**src/rtl/comparator_sequencer.sv**
```systemverilog
// Compares two WIDTH-bit unsigned words by stepping one shared external 2-bit
// magnitude comparator slice over the operand bit-pairs, MSB pair first.
//
// state | meaning
// ------+--------------------------------------------------------------
// IDLE  | waiting for input_START; operands latched when it is accepted
// SCAN  | drive pair idx to the slice, act on its verdict at the edge
// FIN   | result registers valid, output_DONE pulses for this one cycle
module comparator_sequencer #(
    parameter int WIDTH = 8
) (
    input  logic             input_CLK,
    input  logic             input_RST,
    input  logic             input_START,
    input  logic [WIDTH-1:0] input_X,
    input  logic [WIDTH-1:0] input_Y,
    output logic             output_A,
    output logic             output_B,
    output logic             output_C,
    output logic             output_D,
    input  logic             input_SLICE_EQ,
    input  logic             input_SLICE_GT,
    input  logic             input_SLICE_LT,
    output logic             output_BUSY,
    output logic             output_DONE,
    output logic             output_EQ,
    output logic             output_GT,
    output logic             output_LT,
    output logic             output_ERR
);

    localparam int NP = WIDTH / 2;
    localparam int IW = (NP > 1) ? $clog2(NP) : 1;

    typedef enum logic [1:0] {
        IDLE = 2'd0,
        SCAN = 2'd1,
        FIN  = 2'd2
    } state_t;

    state_t           state;
    state_t           state_next;
    logic [IW-1:0]    idx;
    logic [WIDTH-1:0] x_q;
    logic [WIDTH-1:0] y_q;
    logic [1:0]       pair_x;
    logic [1:0]       pair_y;
    logic [2:0]       slice_res;
    logic             idx_zero;

    assign slice_res = {input_SLICE_GT, input_SLICE_LT, input_SLICE_EQ};
    assign idx_zero  = (idx == '0);

    // Pair mux reads only the latched operands, never input_X/Y.
    always_comb begin
        pair_x = 2'b00;
        pair_y = 2'b00;
        for (int p = 0; p < NP; p++) begin
            if (idx == IW'(p)) begin
                pair_x = x_q[2*p +: 2];
                pair_y = y_q[2*p +: 2];
            end
        end
    end

    always_ff @(posedge input_CLK) begin
        if (input_RST) begin
            state <= IDLE;
        end else begin
            state <= state_next;
        end
    end

    always_comb begin
        state_next = state;
        case (state)
            IDLE: begin
                if (input_START) begin
                    state_next = SCAN;
                end
            end
            SCAN: begin
                if (!(slice_res == 3'b001 && !idx_zero)) begin
                    state_next = FIN;
                end
            end
            FIN:     state_next = IDLE;
            default: state_next = IDLE;
        endcase
    end

    always_comb begin
        output_BUSY = 1'b0;
        output_DONE = 1'b0;
        output_A    = 1'b0;
        output_B    = 1'b0;
        output_C    = 1'b0;
        output_D    = 1'b0;
        case (state)
            SCAN: begin
                output_BUSY = 1'b1;
                output_A    = pair_x[1];
                output_B    = pair_x[0];
                output_C    = pair_y[1];
                output_D    = pair_y[0];
            end
            FIN:     output_DONE = 1'b1;
            default: ;
        endcase
    end

    // Operand latch, pair index and result registers.
    always_ff @(posedge input_CLK) begin
        if (input_RST) begin
            idx        <= '0;
            x_q        <= '0;
            y_q        <= '0;
            output_EQ  <= 1'b0;
            output_GT  <= 1'b0;
            output_LT  <= 1'b0;
            output_ERR <= 1'b0;
        end else begin
            case (state)
                IDLE: begin
                    if (input_START) begin
                        x_q <= input_X;
                        y_q <= input_Y;
                        idx <= IW'(NP - 1);
                    end
                end
                SCAN: begin
                    case (slice_res)
                        3'b100: begin
                            {output_EQ, output_GT, output_LT, output_ERR} <= 4'b0100;
                        end
                        3'b010: begin
                            {output_EQ, output_GT, output_LT, output_ERR} <= 4'b0010;
                        end
                        3'b001: begin
                            if (idx_zero) begin
                                {output_EQ, output_GT, output_LT, output_ERR} <= 4'b1000;
                            end else begin
                                idx <= idx - IW'(1);
                            end
                        end
                        default: begin
                            {output_EQ, output_GT, output_LT, output_ERR} <= 4'b0001;
                        end
                    endcase
                end
                default: ;
            endcase
        end
    end

endmodule
```
**config.mk**
```make
export PLATFORM = sky130hd
export DESIGN_NAME = comparator_sequencer
export DESIGN_NICKNAME = d
export VERILOG_FILES = /design/src/rtl/comparator_sequencer.sv
export SDC_FILE = /design/constraint.sdc
export NUM_CORES = 1
export LEC_CHECK = 0
export CAP_MARGIN = 20
export CORE_MARGIN = 2
export CORE_UTILIZATION = 50
export DETAILED_ROUTE_END_ITERATION = 7
export PLACE_DENSITY = 0.91
export SLEW_MARGIN = 10
export SYNTH_ARGS = -nofsm -noshare
export SYNTH_HDL_FRONTEND = slang
export SYNTH_SLANG_ARGS = --single-unit
```
**constraint.sdc**
```tcl
create_clock -name input_CLK -period 3.5 [get_ports input_CLK]
set_input_delay 0.35 -clock input_CLK [delete_from_list [all_inputs] [get_ports input_CLK]]
set_output_delay 0.35 -clock input_CLK [all_outputs]
set_load 0.02 [all_outputs]
```
==> impl_metrics.csv <==
group,metric,value,unit
critical_path,startpoint_type,"flop",
grt,grt_pass1_vias,1033,
sta,fin_crit_sh,78.0,%
sta,finalSetupViolations,0,
die,rows,17,
place,place_area,1440,um^2
sta,timing.setup.tns,0,ns
clocking,clockRootBuffer,"clkbuf_4",
clocking,cts_resized,0,
cells_and_area,fillers,190,
synthesis,yosys-top-cells-area,"dfxtp_1, mux2i_1, a21oi_1, nor2_1, ha_1",
route,antenna_left,0,
synthesis,postSynthAreaPerCell,9.25,um^2
clocking,post_cts_buffers,0,
cells_and_area,diodes,0,
synthesis,synth-edff-count,0,
route,dr_total_vias,983,
sta,fmax,366,MHz
cells_and_area,layout.nets,177,
sta,setup_ws,0.770,ns
synthesis,ys.warnings.count,0,
place,routabilityCongestion,0.775,
synthesis,syn_area,1120,um^2
synthesis,yosys_register_bits,24,
power,p_per_area,389,nW/um^2
die,coreArea,2170,um^2
synthesis,synthCells,121,
clocking,clkLatencyLatePin,0.33,ns
clocking,cts.sinks,24,
sta,min_period,2.73,ns
place,dp_hpwl,1730,um
route,dr.pass1.iters,4,
place,pre_cts_ws,1.18,ns
synthesis,yosysUniqueCellTypes,25,
sta,holdWs,0.481,ns
critical_path,critPathMaxFanout,8,
route,routedWlPerCell,13.4,um
grt,grt_overflow,0,
cells_and_area,multiInputGateArea,577,um^2
critical_path,worst_setup_path_end_kind,"output port",
sta,fin_skew,0.00374,ns
run_status,status,"finished, final reports clean",
grt,grt_pass1_wl,4280,um
flow_run,drv_cap,0,
die,die-width,51.3,um
cells_and_area,drive_gt1_share,5.33,%
clocking,hold_buffers,0,
synthesis,async_flop_share,0,%
die,initial_core_util,51.6,%
route,routed_wl,2390,um
place,dp_cells,174,
place,portBuffers,31,
grt,grt_use_total,21.2,%
synthesis,yosysMostFrequentCell,"dfxtp_1",
sta,hold_violations,0,
sta,rsz0062_at_grt,"false",
grt,antenna_found_initial,0,
power,power.leakage,0.577,nW
power,peakVddDrop,0.000271,V
clocking,numCtsBuffers,3,
synthesis,syn_nets,147,
cells_and_area,regArea,480,um^2
clocking,cts_buffer_depth,2,
clocking,cts_tree,"done",
clocking,htree_levels,1,
cells_and_area,final_cells,178,
critical_path,worst_ep_required_time,3.15,ns
synthesis,ys.flop_type,"dfxtp_1",
die,dieArea,2630,um^2
synthesis,synth_top_area_share,42.9,%
synthesis,yosysSeqAreaShare,42.9,%
die,io_pins,32,
synthesis,synth_commonest_cells,"dfxtp_1, nor2_1, mux2i_1, a21oi_1, inv_1",
power,total_power,0.576,mW
sta,worst_slew_pin_slew,0.848,ns
route,via_per_inst,5.52,
die,dieHeight,51.3,um
grt,grt_max_degree,25,
critical_path,arrival,2.38,ns
sta,slew_viol_final,0,
route,drt_iter0_markers,21,
sta,slew_headroom,43.3,%
route,drc,0,
synthesis,synth_top_area_cell,"dfxtp_1",
min_path,hp-class,"flop to flop",
cells_and_area,area_delta_synth_final,32.2,%
cells_and_area,final_core_util,68.2,%
clocking,cts.reportedPaths.clkPinSlew,0.13,ns
cells_and_area,final_area,1480,um^2
critical_path,crit_type,"flop to output port",
## layout by cell type, fill, tap and decap left out, types with 2 or more instances in the layout
cell type | netlist | final
a21oi_1 | 14 | 14
a221o_1 | 4 | 4
clkbuf_4 | 0 | 3
clkdlybuf4s50_1 | 0 | 31
dfxtp_1 | 24 | 24
ha_1 | 4 | 4
inv_1 | 9 | 9
mux2i_1 | 16 | 16
nand2_1 | 4 | 4
nand3b_1 | 4 | 4
nor2_1 | 17 | 17
nor3_1 | 2 | 2
o21ai_0 | 3 | 3
or4_1 | 2 | 2
## registers in the layout, summed over array words and instances (netlist names)
signal      count
output_GT       1
output_ERR      1
state           2
idx             2
x_q             8
output_EQ       1
y_q             8
output_LT       1
## final timing paths
check / startpoint / endpoint / slack [ns] / cells past startpoint
min reg2reg: output_GT / output_GT / 0.48 / 2
max: idx[1] / output_D / 0.77 / 6
max reg2reg: idx[0] / idx[1] / 1.69 / 5
min: output_GT / output_GT / 0.48 / 2
## cell families after synthesis
logic type	synth area share, %
AOI/OAI and AO/OA	15.0
xor gates and xnor gates	0.782
adders and majority gates	4.47
buffers and inverters	6.03
DFF	42.9
muxes	14.3
and+or+nand+nor	16.5
## worst max-delay path, cell delays in order (launching register included)
cell and delay, ns:
dfxtp_1 0.42, inv_1 0.08, ha_1 0.28, nand3b_1 0.19, a221o_1 0.31, a21oi_1 0.15
clkdlybuf4s50_1 0.63
## metal layers
metal  vias up  GRT usage (%)  wire length [um]
li1        480              -                 -
met1       465           24.6               999
met2        34           37.7              1200
met3         4           4.97               165
met4         0           7.89                25
met5         -              0                 0
## power breakdown
group	total, mW	internal (mW)	switching, mW
Clock	0.149	0.0638	0.0854
Sequential	0.302	0.291	0.0109
Combinational	0.125	0.0651	0.0598
Total	0.576	0.420	0.156
## area by class of cell
class                           instances  area share (%)
Inverter                                9            2.28
Multi-Input combinational cell         81            39.0
Tap cell                               28            2.37
Clock buffer                            4            2.45
Timing Repair Buffer                   32            21.5
Sequential cell                        24            32.5
No activity file was read; power rests on OpenSTA's default activity.
